**config.mk**
```make
export PLATFORM = sky130hd
export DESIGN_NAME = pic_prog_loader
export DESIGN_NICKNAME = d
export VERILOG_FILES = /design/src/rtl/pic_prog_loader.sv
export SDC_FILE = /design/constraint.sdc
export NUM_CORES = 1
export LEC_CHECK = 0
export BUFFER_PORTS_ARGS = -buffer_cell sky130_fd_sc_hd__clkbuf_2
export CAP_MARGIN = 20
export CELL_PAD_IN_SITES_DETAIL_PLACEMENT = 1
export CELL_PAD_IN_SITES_GLOBAL_PLACEMENT = 2
export CORE_MARGIN = 4
export CORE_UTILIZATION = 23
export DETAILED_ROUTE_END_ITERATION = 10
export PLACE_DENSITY_LB_ADDON = 0.1
export SYNTH_ARGS = -nofsm -noshare
export SYNTH_HDL_FRONTEND = slang
export SYNTH_SLANG_ARGS = --single-unit
```
**constraint.sdc**
```tcl
create_clock -name clk -period 2.3 [get_ports clk]
set_input_delay 0.115 -clock clk [delete_from_list [all_inputs] [get_ports clk]]
set_output_delay 0.115 -clock clk [all_outputs]
set_load 0.02 [all_outputs]
```
**src/rtl/pic_prog_loader.sv**
```systemverilog
// Byte-stream bootloader: parses SYNC/count/word-pair/checksum frames from a host link
// and writes 14-bit instruction words into program memory, holding the CPU in reset until a good load.
module pic_prog_loader #(
    parameter int          ADDR_W      = 11,
    parameter int          DATA_W      = 14,
    parameter logic [7:0]  SYNC_BYTE   = 8'hA5,
    parameter int          TIMEOUT_CYC = 1000
) (
    input  logic              clk,
    input  logic              reset,
    input  logic [7:0]        in_data,
    input  logic              in_valid,
    output logic              in_ready,
    output logic              prog_we,
    output logic [ADDR_W-1:0] prog_addr,
    output logic [DATA_W-1:0] prog_wdata,
    output logic              cpu_hold,
    output logic              done,
    output logic              err,
    output logic [1:0]        err_code,
    output logic [ADDR_W:0]   words_loaded,
    output logic [2:0]        dbg_state
);

    // Handshake: a byte transfers on a rising edge where in_valid && in_ready;
    // in_data is ignored otherwise and the producer holds the byte until taken.
    typedef enum logic [2:0] {
        S_IDLE  = 3'd0,
        S_CNT_H = 3'd1,
        S_CNT_L = 3'd2,
        S_W_HI  = 3'd3,
        S_W_LO  = 3'd4,
        S_CHK   = 3'd5,
        S_DONE  = 3'd6,
        S_ERR   = 3'd7
    } state_t;

    localparam int TMO_W = $clog2(TIMEOUT_CYC + 1);
    localparam logic [TMO_W-1:0] TMO_LAST = TMO_W'(TIMEOUT_CYC - 1);

    state_t              state_q, state_d;
    logic                in_ready_q, in_ready_d;
    logic                prog_we_q, prog_we_d;
    logic [ADDR_W-1:0]   prog_addr_q, prog_addr_d;
    logic [DATA_W-1:0]   prog_wdata_q, prog_wdata_d;
    logic                cpu_hold_q, cpu_hold_d;
    logic                done_q, done_d;
    logic                err_q, err_d;
    logic [1:0]          err_code_q, err_code_d;
    logic [ADDR_W:0]     words_q, words_d;
    logic [7:0]          xor_q, xor_d;
    logic [ADDR_W-1:0]   idx_q, idx_d;
    logic [ADDR_W-1:0]   n_q, n_d;
    logic [2:0]          cnt_h_q, cnt_h_d;
    logic [5:0]          hi_q, hi_d;
    logic [TMO_W-1:0]    tmo_q, tmo_d;
    logic                xfer;
    logic [ADDR_W-1:0]   n_new;

    assign xfer  = in_valid && in_ready_q;
    assign n_new = ADDR_W'({cnt_h_q, in_data});

    always_ff @(posedge clk) begin
        if (reset) begin
            state_q      <= S_IDLE;
            in_ready_q   <= 1'b0;
            prog_we_q    <= 1'b0;
            prog_addr_q  <= '0;
            prog_wdata_q <= '0;
            cpu_hold_q   <= 1'b1;
            done_q       <= 1'b0;
            err_q        <= 1'b0;
            err_code_q   <= 2'd0;
            words_q      <= '0;
            xor_q        <= 8'd0;
            idx_q        <= '0;
            n_q          <= '0;
            cnt_h_q      <= 3'd0;
            hi_q         <= 6'd0;
            tmo_q        <= '0;
        end else begin
            state_q      <= state_d;
            in_ready_q   <= in_ready_d;
            prog_we_q    <= prog_we_d;
            prog_addr_q  <= prog_addr_d;
            prog_wdata_q <= prog_wdata_d;
            cpu_hold_q   <= cpu_hold_d;
            done_q       <= done_d;
            err_q        <= err_d;
            err_code_q   <= err_code_d;
            words_q      <= words_d;
            xor_q        <= xor_d;
            idx_q        <= idx_d;
            n_q          <= n_d;
            cnt_h_q      <= cnt_h_d;
            hi_q         <= hi_d;
            tmo_q        <= tmo_d;
        end
    end

    always_comb begin
        state_d      = state_q;
        prog_we_d    = 1'b0;
        prog_addr_d  = prog_addr_q;
        prog_wdata_d = prog_wdata_q;
        cpu_hold_d   = cpu_hold_q;
        err_code_d   = err_code_q;
        words_d      = words_q;
        xor_d        = xor_q;
        idx_d        = idx_q;
        n_d          = n_q;
        cnt_h_d      = cnt_h_q;
        hi_d         = hi_q;
        tmo_d        = tmo_q;

        // Inter-byte timeout inside a frame; a byte on the expiry cycle wins.
        if (state_q inside {S_CNT_H, S_CNT_L, S_W_HI, S_W_LO, S_CHK}) begin
            if (xfer) begin
                tmo_d = '0;
            end else if (tmo_q == TMO_LAST) begin
                tmo_d      = '0;
                err_code_d = 2'd3;
                state_d    = S_ERR;
            end else begin
                tmo_d = tmo_q + 1'b1;
            end
        end

        case (state_q)
            S_IDLE: begin
                if (xfer && in_data == SYNC_BYTE) begin
                    cpu_hold_d = 1'b1;
                    err_code_d = 2'd0;
                    words_d    = '0;
                    xor_d      = 8'd0;
                    idx_d      = '0;
                    tmo_d      = '0;
                    state_d    = S_CNT_H;
                end
            end
            S_CNT_H: begin
                if (xfer) begin
                    xor_d   = xor_q ^ in_data;
                    cnt_h_d = in_data[2:0];
                    if (in_data[7:3] != 5'd0) begin
                        err_code_d = 2'd0;
                        state_d    = S_ERR;
                    end else begin
                        state_d = S_CNT_L;
                    end
                end
            end
            S_CNT_L: begin
                if (xfer) begin
                    xor_d = xor_q ^ in_data;
                    n_d   = n_new;
                    if (n_new == '0) begin
                        err_code_d = 2'd0;
                        state_d    = S_ERR;
                    end else begin
                        state_d = S_W_HI;
                    end
                end
            end
            S_W_HI: begin
                if (xfer) begin
                    xor_d = xor_q ^ in_data;
                    hi_d  = in_data[5:0];
                    if (in_data[7:6] != 2'd0) begin
                        err_code_d = 2'd1;
                        state_d    = S_ERR;
                    end else begin
                        state_d = S_W_LO;
                    end
                end
            end
            S_W_LO: begin
                if (xfer) begin
                    xor_d        = xor_q ^ in_data;
                    prog_we_d    = 1'b1;
                    prog_addr_d  = idx_q;
                    prog_wdata_d = DATA_W'({hi_q, in_data});
                    idx_d        = idx_q + 1'b1;
                    words_d      = words_q + 1'b1;
                    state_d      = (idx_q + 1'b1 == n_q) ? S_CHK : S_W_HI;
                end
            end
            S_CHK: begin
                if (xfer) begin
                    if (in_data == xor_q) begin
                        state_d = S_DONE;
                    end else begin
                        err_code_d = 2'd2;
                        state_d    = S_ERR;
                    end
                end
            end
            S_DONE:  state_d = S_IDLE;
            S_ERR:   state_d = S_IDLE;
            default: state_d = S_IDLE;
        endcase

        // Registered pulses and ready track the state being entered.
        in_ready_d = !(state_d inside {S_DONE, S_ERR});
        done_d     = (state_d == S_DONE);
        err_d      = (state_d == S_ERR);
        if (state_d == S_DONE) cpu_hold_d = 1'b0;
    end

    assign in_ready     = in_ready_q;
    assign prog_we      = prog_we_q;
    assign prog_addr    = prog_addr_q;
    assign prog_wdata   = prog_wdata_q;
    assign cpu_hold     = cpu_hold_q;
    assign done         = done_q;
    assign err          = err_q;
    assign err_code     = err_code_q;
    assign words_loaded = words_q;
    assign dbg_state    = state_q;

endmodule

```
# Yosys cells after proc, flatten, opt, wreduce, memory -nomap -nowiden
# Cells that the tools add are included.
# Widths: inputs -> output; s select.
[word_totals]
regBits = 96
latchBits = 0
ram_bits = 0
mem_bits_ro = 0
in_bits = 11
output_inout_bits = 47
wordCells = 106
memories = 0
[classes]
add_sub_neg = 3
mul = 0
div = 0
n_lt_le_gt_ge = 0
eq_ne = 16
shift = 0
muxes = 46
bitwise = 2
n_reduce_logical = 23
[op_table]
columns = ["operator", "count"]
rows = [
  ["$mux 10", 5],
  ["$mux 3", 12],
  ["$mux 2", 13],
  ["$mux 12", 2],
  ["$pmux 12 s2", 1],
  ["$mux 11", 2],
  ["$pmux 11 s2", 1],
  ["$pmux 3 s7", 1],
  ["$eq 3x3->1 const B", 6],
  ["$mux 8", 2],
  ["$pmux 8 s2", 1],
  ["$add 12x1->12 const B", 1],
  ["$reduce_bool 2->1", 6],
  ["$add 11x1->11 const B", 1],
  ["$eq 11x11->1", 1],
  ["$logic_not 11->1", 1],
  ["$add 10x1->10 const B", 1],
  ["$eq 10x10->1 const B", 1],
  ["$pmux 2 s5", 1],
  ["$reduce_and 2->1", 5],
  ["$reduce_bool 5->1", 2],
  ["$eq 8x8->1", 1],
  ["$eq 8x8->1 const B", 1],
  ["$xor 8x8->8", 1],
  ["other kinds (12)", 21],
]

# Logic depth before layout (Yosys ltp)
# Gate-level depths: netlist of run 1.
[logic_depth]
word_depth = 9
ltp_mapped = 8
ltp_nobuf = 7

# Worst setup path after synthesis of run 1
# No wires, ideal clock.
[synth_path]
kind = "reg2reg"
startpoint = "reg idx_q[0]"
endpoint = "reg state_q[1] (netlist: dbg_state[1])"
setup_time_ns = 0.129
t_arrival_ns = 1.844
required_time_ns = 2.171
setup_slack_ns = 0.327
path_stages_with_launch = 8
path_buffers = 0
period_less_slack_ns = 1.973
cell_sequence = "dfxtp_1 ha_1 and3_1 and3_1 xnor2_1 o32a_1 a2111oi_2 a21oi_1"
[synth_between]
elab_chain_cells = 5
[synth_lines]
columns = ["item", "line_no", "text"]
rows = [
  ["start: declaration", "52", "logic [ADDR_W-1:0] idx_q, idx_d;"],
  ["start signal: assignment", "93", "idx_q <= idx_d;"],
  ["$add 11x1->11", "185", "state_d = (idx_q + 1'b1 == n_q) ? S_CHK : S_W_HI;"],
  ["$eq 11x11->1", "185", ""],
  ["$mux 3", "185", ""],
  ["$mux 3", "178", "if (xfer) begin"],
  ["$pmux 3 s7", "129", "case (state_q)"],
  ["end signal: assignment", "82", "state_q <= state_d;"],
  ["end: declaration", "41", "state_t state_q, state_d;"],
]
# Every way passes these cells.
# A chain may end at the register's enable or synchronous reset.

# Worst setup path in the final report of run 1
[layout_path]
startpoint = "reg idx_q[2]"
endpoint = "reg state_q[1] (netlist: dbg_state[1])"
# The elaborated chain is that of the path after synthesis.

==> results of run 1 <==
==> area by class of cell <==
type | instances | area (um2)
well taps | 265 | 332
clock buffers | 11 | 253
inverters | 5 | 18.8
repair buffers | 93 | 568
multi-input cells | 425 | 2440
clock inverters | 4 | 28.8
flip-flops and latches | 96 | 1920
fillers | 2361 | 13900
==> metrics by stage <==
step                std cells  area (um2)  hold slack [ns]  utilization (%)
global placement          884        5270            0.440             27.1
global route              899        5560            0.120             28.6
floorplan                 566        4540            0.278                -
finish                    899        5560           0.0851             28.6
detailed placement        884        5270            0.448             27.1
CTS                       899        5550           0.0777             28.5
==> sequential cells by signal, summed over array words and instances, names as in the netlist, 2 cells and up <==
signal and cells:
prog_wdata 14, hi_q 6, xor_q 8, words_loaded 12
prog_addr 11, tmo_q 10, err_code 2, n_q 11
dbg_state 3, cnt_h_q 3, idx_q 11
==> cells by family after synthesis <==
| family | synth area share, % |
|---|---|
| buf+inv | 4.27 |
| simple gates | 27.7 |
| xor+xnor | 6.95 |
| fa+ha+maj | 0.827 |
| mux | 3.31 |
| flops | 42.4 |
| compound gates | 14.6 |
==> power by group <==
group,switching [mW],leakage (nW),total (mW),internal [mW]
Sequential,0.00103,0.773,1.66,1.66
Clock,0.707,0.134,1.50,0.791
Combinational,0.0844,1.10,0.118,0.0332
==> metal layers <==
| layer | GRT usage (%) | share of wire, % | vias up |
|---|---|---|---|
| met5 | 0 | 0 | - |
| met4 | 4.80 | 1.6 | 0 |
| met3 | 1.89 | 1.9 | 12 |
| met2 | 23.5 | 49 | 44 |
| met1 | 18.5 | 48 | 2088 |
| li1 | - | - | 2080 |
==> worst reg2reg max path, cell delays in order (launching register included) <==
cell,delay [ns]
dfxtp_1,0.46
and3_2,0.28
and3_4,0.22
nand3_1,0.11
or3_1,0.38
a2111oi_4,0.41
a21oi_1,0.11
==> layout by cell type, fill, tap and decap left out, drive strengths merged, types with 3 or more instances in the layout <==
master	instances
dfxtp	96
nand2	85
nor2	74
clkbuf	68
a21oi	63
buf	36
o21ai	28
xnor2	22
nand3	18
mux2i	15
xor2	14
nand4	13
and3	12
or3	10
nor3	10
nand3b	8
nor3b	6
inv	6
a211oi	5
a31o	3
o211ai	3
or4	3
ha	3
nor4	3
==> worst min path at each step <==
stage / from / to / slack [ns] / cells past startpoint
global placement: in_data[4] / xor_q[4] / 0.44 / 3
floorplan: reset / dbg_state[1] / 0.28 / 3
detailed placement: prog_addr[4] / prog_addr[4] / 0.45 / 2
global route: in_data[4] / xor_q[4] / 0.12 / 3
CTS: in_data[4] / xor_q[4] / 0.08 / 3
finish: in_data[4] / xor_q[4] / 0.09 / 3
==> results.sh, run 1 <==
export IMPL_number_of_port_buffers=57
export IMPL_crit_cells=6
export IMPL_io_pin_count=58
export IMPL_crit_fanout=9
export IMPL_cts_buffers=9
export IMPL_detail_route_antenna_nets=0
export IMPL_route_detailed_drc=0
export IMPL_outcome="finished clean"
export IMPL_synth_distinct_cells=54
export IMPL_slew_headroom_pct=69.8
export IMPL_timing_reg2reg_setup_slack_ns=0.20
export IMPL_routedWlPerCell_um=16.7
export IMPL_maxClockFrequency_mhz=476
export IMPL_crit_path_max_incr_delay_ns=0.46
export IMPL_cts_root_buf="clkbuf_16"
export IMPL_grt_util_all_layers_pct=14.0
export IMPL_synth_net_count=580
export IMPL_die_height_um=148
export IMPL_floorplan_initialDensity_pct=23.3
export IMPL_yosysWarnings=0
export IMPL_critPathLaunch="idx_q[2]"
export IMPL_worstPathBufferInverterCount=0
export IMPL_antenna_found_initial=0
export IMPL_core_area_mm2=0.0195
export IMPL_final_worst_slack_ns=0.197
export IMPL_netlist_top_cell_by_area="dfxtp_1"
export IMPL_drive_above_1_share_pct=19.6
export IMPL_post_synth_top_count_cell="dfxtp_1"
export IMPL_number_of_buffers_added_for_setup_after_cts=0
export IMPL_worstSetupPathType="register to register"
export IMPL_grt_setup_unrepaired="no"
export IMPL_capturing_element_type_of_the_critical_path="register"
export IMPL_num_rows=51
export IMPL_n_antenna_cell=0
export IMPL_worstRegToRegCells=6
export IMPL_fin_tns_setup_ns=0
export IMPL_fin_crit_ns=2.10
export IMPL_post_route_period_util_pct=91.4
export IMPL_asyncSetResetFlopFracSynth_pct=0
export IMPL_cap_viol_max_count=0
export IMPL_synth_avg_cell_area_um2=8.02
export IMPL_clock_sinks=96
export IMPL_grt_max_degree=42
export IMPL_yosysTopAreaCellShare_pct=42.4
export IMPL_worst_ep_required_time_ns=2.53
export IMPL_final_max_slew_violation_count=0
export IMPL_ctsHtreeMaxLevel=3
export IMPL_crit_path_start_kind="register"
export IMPL_rr_endpoint="dbg_state[1]"
export IMPL_gp_congestion=0.789
export IMPL_drt_pre_antenna_iters=4
export IMPL_peakVddDrop_uv=385
export IMPL_regToRegStartpoint="idx_q[2]"
export IMPL_detailroute_via_count=4224
export IMPL_setup_worst_path_end="dbg_state[1]"
export IMPL_final_setup_viol_count=0
export IMPL_syn_instance_count=566
export IMPL_dp_hpwl_um=11100
export IMPL_synth_top_cells_by_count="96 x dfxtp_1, 85 x nand2_1, 73 x nor2_1"
export IMPL_grt_pass1_vias=4374
export IMPL_synth_ff_latch_count=96
export IMPL_cpLargestDelayFamily="simple AND/OR/NAND/NOR gates"
export IMPL_drt_first_iter_violations=160
export IMPL_report_power_total_mw=3.28
export IMPL_dp_worst_setup_slack_ns=0.117
export IMPL_synth_area_leaders="dfxtp_1 42%, nand2_1 7.0%, a21oi_1 6.9%"
export IMPL_power_density_mw_per_mm2=589
export IMPL_postCtsResizedCells=0
export IMPL_timing_worst_slew_pin_value_ns=0.450
export IMPL_chipWidth_um=148
export IMPL_viasPerCell=4.70
export IMPL_clk_latency_ns=0.35
export IMPL_cp_slowest_cell="dfxtp_1"
export IMPL_report_final_hold_viol_count=0
export IMPL_arrival_ns=2.33
export IMPL_routed_wirelength_um=15000
export IMPL_layout_nets=644
export IMPL_hold_class="primary input to register"
export IMPL_tritoncts="yes"
export IMPL_p_leak_nw=2.01
export IMPL_global_route_wire_length_before_repair_um=24500
export IMPL_cell_by_cell_trace_of_the_critical_path="and3_2, and3_4, nand3_1, or3_1, a2111oi_4, a21oi_1"
export IMPL_ys_flop_type="dfxtp_1"
export IMPL_area_growth_synth_to_final_pct=22.6
export IMPL_final_setup_skew_ns=0.00781
export IMPL_cts_max_path_buffers=2
export IMPL_synth_seq_area_share_pct=42.4
export IMPL_ctsHoldBuffers=0
export IMPL_synth_enable_flop_cells=0
export IMPL_clk_pin_slew_worst_paths_ns=0.07
export IMPL_fp_dieArea_mm2=0.0220
export IMPL_post_synth_instance_area_mm2=0.00454
export IMPL_grt_overflow_total=0
(Power assumes the default switching activity.)
==> run 2: changes to the inputs <==
--- a/config.mk
+++ b/config.mk
@@ -12,6 +12,7 @@
 export CORE_MARGIN = 4
 export CORE_UTILIZATION = 23
 export DETAILED_ROUTE_END_ITERATION = 10
+export GPL_TIMING_DRIVEN = 0
 export PLACE_DENSITY_LB_ADDON = 0.1
 export SYNTH_ARGS = -nofsm -noshare
 export SYNTH_HDL_FRONTEND = slang
==> constraint.sdc (replaced) <==
create_clock -name clk -period 1.95 [get_ports clk]
set_input_delay 0.0975 -clock clk [delete_from_list [all_inputs] [get_ports clk]]
set_output_delay 0.0975 -clock clk [all_outputs]
set_load 0.02 [all_outputs]
==> results.sh, run 2 (synthesis gave the netlist of run 1 again) <==
export IMPL_floorplan_initialDensity_pct=23.3
export IMPL_arrival_ns=2.18
export IMPL_ctsHtreeMaxLevel=3
export IMPL_detail_route_antenna_nets=0
export IMPL_report_final_hold_viol_count=0
export IMPL_dp_cells=880
export IMPL_cap_viol_max_count=0
export IMPL_n_antenna_cell=0
export IMPL_hold_class="primary input to register"
export IMPL_final_cell_mix="85 x dfxtp_1, 82 x nand2_1, 69 x nor2_1, 61 x a21oi_1, 55 x clkbuf_2"
export IMPL_clk_latency_ns=0.35
export IMPL_global_route_wire_length_before_repair_um=25600
export IMPL_dp_worst_setup_slack_ns=-0.579
export IMPL_tritoncts="yes"
export IMPL_fin_crit_ns=1.95
export IMPL_max_reg_flops=14
export IMPL_viasPerCell=4.67
export IMPL_grt_use_met3_pct=1.71
export IMPL_grt_setup_unrepaired="yes"
export IMPL_drt_first_iter_violations=176
export IMPL_power_density_mw_per_mm2=676
export IMPL_worst_ep_required_time_ns=2.17
export IMPL_grt_pass1_vias=4497
export IMPL_grt_max_degree=15
export IMPL_post_route_period_util_pct=100
export IMPL_postLayoutCellArea_mm2=0.00579
export IMPL_cts_buffers=9
export IMPL_gr_max_usage_layer="met2"
export IMPL_p_leak_nw=2.04
export IMPL_grt_util_all_layers_pct=14.8
export IMPL_timing_reg2reg_setup_slack_ns=-0.002
export IMPL_fp_dieArea_mm2=0.0220
export IMPL_violated_checks="setup timing"
export IMPL_dp_hpwl_um=11300
export IMPL_maxClockFrequency_mhz=512
export IMPL_met1_usage_pct=20.2
export IMPL_core_area_mm2=0.0195
export IMPL_cts_root_buf="clkbuf_16"
export IMPL_number_of_port_buffers=49
export IMPL_clock_sinks=96
export IMPL_finalNonFillerCells=912
export IMPL_use_met2_pct=24.4
export IMPL_grt_overflow_total=0
export IMPL_route_detailed_drc=0
export IMPL_capturing_element_type_of_the_critical_path="register"
export IMPL_gp_congestion=0.809
export IMPL_final_worst_slack_ns=-0.00212
export IMPL_outcome="finished with violations"
export IMPL_detailroute_via_count=4255
export IMPL_dpl_cell_area_mm2=0.00512
export IMPL_worstSetupPathType="register to register"
export IMPL_final_setup_skew_ns=0.00759
export IMPL_final_common_cell="dfxtp_1"
export IMPL_routed_wirelength_um=15700
export IMPL_peakVddDrop_uv=382
export IMPL_antenna_found_initial=0
export IMPL_routedWlPerCell_um=17.2
export IMPL_drive_above_1_share_pct=24.7
export IMPL_timing_worst_slew_pin_value_ns=0.663
export IMPL_clk_pin_slew_worst_paths_ns=0.07
export IMPL_crit_fanout=6
export IMPL_io_pin_count=58
export IMPL_cts_max_path_buffers=2
export IMPL_final_setup_viol_count=1
export IMPL_chipWidth_um=148
export IMPL_area_growth_synth_to_final_pct=27.7
export IMPL_layout_nets=657
export IMPL_drt_pre_antenna_iters=4
export IMPL_num_rows=51
export IMPL_die_height_um=148
export IMPL_final_max_slew_violation_count=0
export IMPL_crit_path_start_kind="register"
export IMPL_slew_headroom_pct=55.8
==> run 2: per-layer routing <==
layer | vias up | routed length, um
met5 | - | 0
met2 | 50 | 7520
met3 | 12 | 335
li1 | 2112 | -
met1 | 2081 | 7600
met4 | 0 | 231
==> run 2: worst paths after layout <==
| kind | from | endpoint | depth (start not counted) |
|---|---|---|---|
| hold / removal | in_data[1] | prog_wdata[1] | 3 |
| hold reg to reg | hi_q[3] | prog_wdata[11] | 2 |
| setup / recovery | idx_q[0] | dbg_state[1] | 7 |
| setup reg to reg | idx_q[0] | dbg_state[1] | 7 |
==> run 2: repair_timing <==
item	CTS	global route
endpoints found under the hold margin	0	0
setup endpoints to repair	83	81
hold buffers	0	0
pin swaps	7	12
gates cloned	0	0
resized for setup	53	35
buffers inserted	13	7
==> run 2: where the power goes <==
part           internal (mW)  switching, mW  total [mW]  leakage, nW
Clock                   1.02          0.795        1.82        0.139
Combinational         0.0340          0.108       0.142         1.13
Sequential              1.95        0.00141        1.95        0.781
Total                   3.01          0.905        3.91         2.04
==> run 2: per-stage QoR <==
stage	setup TNS, ns	util (%)	hold WS (ns)	power, mW
CTS	-0.171	29.2	0.0451	3.98
floorplan	0	-	0.260	2.09
global route	-0.181	29.8	0.0549	4.07
global placement	-19.47	26.3	0.420	2.15
finish	-0.00212	29.8	0.0525	3.91
detailed placement	-18.81	26.3	0.427	2.15
==> run 2: area by class of cell <==
cell class,count,area [um2]
Fill cell,2312,13700
Multi-Input combinational cell,425,2600
Sequential cell,96,1950
Timing Repair Buffer,69,399
Tap cell,265,332
Clock buffer,12,246
Buffer,37,200
Clock inverter,3,42.5
Inverter,5,18.8
==> run 2: critical path: stages, from the launching register on <==
cell and delay (ns):
dfxtp_4 0.37, ha_4 0.18, and3_4 0.20, and3_4 0.19
xnor2_1 0.12, o32a_1 0.33, a2111oi_4 0.31, a21oi_1 0.12
==> run 3: changes to the inputs <==
==> constraint.sdc (replaced) <==
create_clock -name clk -period 1.95 [get_ports clk]
set_input_delay 0.39 -clock clk [delete_from_list [all_inputs] [get_ports clk]]
set_output_delay 0.39 -clock clk [all_outputs]
set_load 0.02 [all_outputs]
==> results.sh, run 3 (synthesis gave the netlist of run 1 again) <==
export IMPL_floorplan_initialDensity_pct=23.3
export IMPL_arrival_ns=2.16
export IMPL_cts_max_path_buffers=2
export IMPL_final_common_cell="dfxtp_1"
export IMPL_power_density_mw_per_mm2=651
export IMPL_cap_viol_max_count=0
export IMPL_clock_sinks=96
export IMPL_power_clock_fraction_pct=44.8
export IMPL_final_setup_viol_count=0
export IMPL_fill_cells=2327
export IMPL_final_max_slew_violation_count=0
export IMPL_core_area_mm2=0.0195
export IMPL_finalNonFillerCells=919
export IMPL_global_route_wire_length_before_repair_um=25600
export IMPL_power_switching_mw=0.914
export IMPL_fin_tns_setup_ns=0
export IMPL_io_pin_count=58
export IMPL_holdPathStages=3
export IMPL_p_leak_nw=2.07
export IMPL_n_antenna_cell=0
export IMPL_clk_latency_ns=0.35
export IMPL_peakVddDrop_uv=402
export IMPL_num_rows=51
export IMPL_routedWlPerCell_um=17.4
export IMPL_slew_headroom_pct=54.2
export IMPL_worstRegToRegCells=7
export IMPL_ctsHoldBuffers=0
export IMPL_rr_endpoint="dbg_state[1]"
export IMPL_dp_hpwl_um=11500
export IMPL_comb_power_share_pct=3.9
export IMPL_chipWidth_um=148
export IMPL_final_cell_mix="85 x dfxtp_1, 83 x nand2_1, 69 x nor2_1, 60 x a21oi_1, 59 x clkbuf_2"
export IMPL_worstSetupPathType="register to register"
export IMPL_crit_fanout=4
export IMPL_hold_class="primary input to register"
export IMPL_route_detailed_drc=0
export IMPL_fin_crit_ns=1.93
export IMPL_timing_reg2reg_setup_slack_ns=0.02
export IMPL_tritoncts="yes"
export IMPL_timing_worst_slew_pin_value_ns=0.688
export IMPL_post_route_period_util_pct=99.2
export IMPL_cts_buffers=9
export IMPL_maxClockFrequency_mhz=517
export IMPL_drt_first_iter_violations=142
export IMPL_number_of_port_buffers=49
export IMPL_ctsHtreeMaxLevel=3
export IMPL_dp_cells=880
export IMPL_regArea_mm2=0.00195
export IMPL_cell_internal_pwr_mw=2.89
export IMPL_final_setup_skew_ns=0.00515
export IMPL_grt_util_all_layers_pct=14.8
export IMPL_switching_share_pct=24.0
export IMPL_grt_max_degree=15
export IMPL_antenna_found_initial=0
export IMPL_grt_pass1_vias=4512
export IMPL_layout_nets=663
export IMPL_detail_route_antenna_nets=0
export IMPL_worst_ep_required_time_ns=2.17
export IMPL_p_seq_share_pct=51.3
export IMPL_capturing_element_type_of_the_critical_path="register"
export IMPL_hp_start="in_data[1]"
export IMPL_area_growth_synth_to_final_pct=28.9
export IMPL_drt_pre_antenna_iters=4
export IMPL_dpl_cell_area_mm2=0.00512
export IMPL_outcome="finished clean"
export IMPL_regToRegStartpoint="idx_q[0]"
export IMPL_report_final_hold_viol_count=0
export IMPL_cts_root_buf="clkbuf_16"
export IMPL_finish_utilization_pct=30.1
export IMPL_die_height_um=148
export IMPL_whs_endpoint="prog_wdata[1]"
export IMPL_postLayoutCellArea_mm2=0.00585
export IMPL_detailroute_via_count=4283
export IMPL_grt_overflow_total=0
export IMPL_viasPerCell=4.66
export IMPL_crit_path_start_kind="register"
export IMPL_multi_input_comb_area_mm2=0.00263
export IMPL_drive_above_1_share_pct=26.1
export IMPL_grt_setup_unrepaired="yes"
export IMPL_max_reg_flops=14
export IMPL_clk_pin_slew_worst_paths_ns=0.07
export IMPL_gp_congestion=0.778
export IMPL_fp_dieArea_mm2=0.0220
export IMPL_routed_wirelength_um=16000
## run 3: what timing repair did
action,CTS,global route
pin swaps,11,10
endpoints found under the setup margin,93,82
resized for setup,62,34
cloned,0,0
setup buffers,16,11
## run 3: how the worst max path moves through the flow
| stage | from | endpoint | slack, ns | cells after the start |
|---|---|---|---|---|
| 6_report | idx_q[0] | dbg_state[1] | 0.02 | 7 |
| 5_1_grt | idx_q[4] | dbg_state[1] | -0.07 | 7 |
| 4_1_cts | idx_q[2] | dbg_state[2] | -0.07 | 7 |
| 3_5_place_dp | in_data[7] | idx_q[2] | -0.62 | 6 |
| 3_3_place_gp | in_data[7] | idx_q[2] | -0.62 | 6 |
| 2_1_floorplan | in_data[3] | words_loaded[7] | -0.05 | 7 |
## run 3: final cells by class
| cell class | count | area share, % |
|---|---|---|
| flip-flops and latches | 96 | 33.3 |
| repair buffers | 75 | 7.66 |
| clock inverters | 2 | 0.257 |
| clock buffers | 14 | 4.34 |
| multi-input cells | 425 | 44.9 |
| plain buffers | 37 | 3.49 |
| inverters | 5 | 0.321 |
| well taps | 265 | 5.67 |
## run 3: through the flow
step / power, mW / hold slack (ns) / setup slack (ns)
after detailed placement: 2.15 / 0.451 / -0.616
final: 3.81 / 0.343 / 0.0151
after global routing: 3.97 / 0.352 / -0.0705
after floorplan: 2.09 / 0.432 / -0.0470
after CTS: 3.86 / 0.334 / -0.0689
after global placement: 2.15 / 0.448 / -0.616
## run 3: critical path: stages (launching register included)
cell       delay, ns
dfxtp_4         0.38
buf_4           0.13
and3_1          0.15
nand3_1         0.15
xnor2_1         0.24
o2111ai_2       0.17
a2111oi_4       0.47
a21oi_1         0.11
## run 3: power by group through the flow
stage                     sequential, mW  combinational, mW  clock (mW)
after floorplan                     2.01             0.0800           0
after global placement              2.01              0.141           0
after detailed placement            2.01              0.142           0
after CTS                           1.96              0.147        1.76
after global routing                1.95              0.162        1.86
final                               1.95              0.147        1.71
## run 3: per-layer routing
layer | GRT usage, % | part of all wire [%] | up-vias
met2 | 24.1 | 48 | 43
met1 | 20.3 | 49 | 2101
met4 | 3.56 | 1.2 | 0
met3 | 2.99 | 2.3 | 12
li1 | - | - | 2127
met5 | 0 | 0 | -
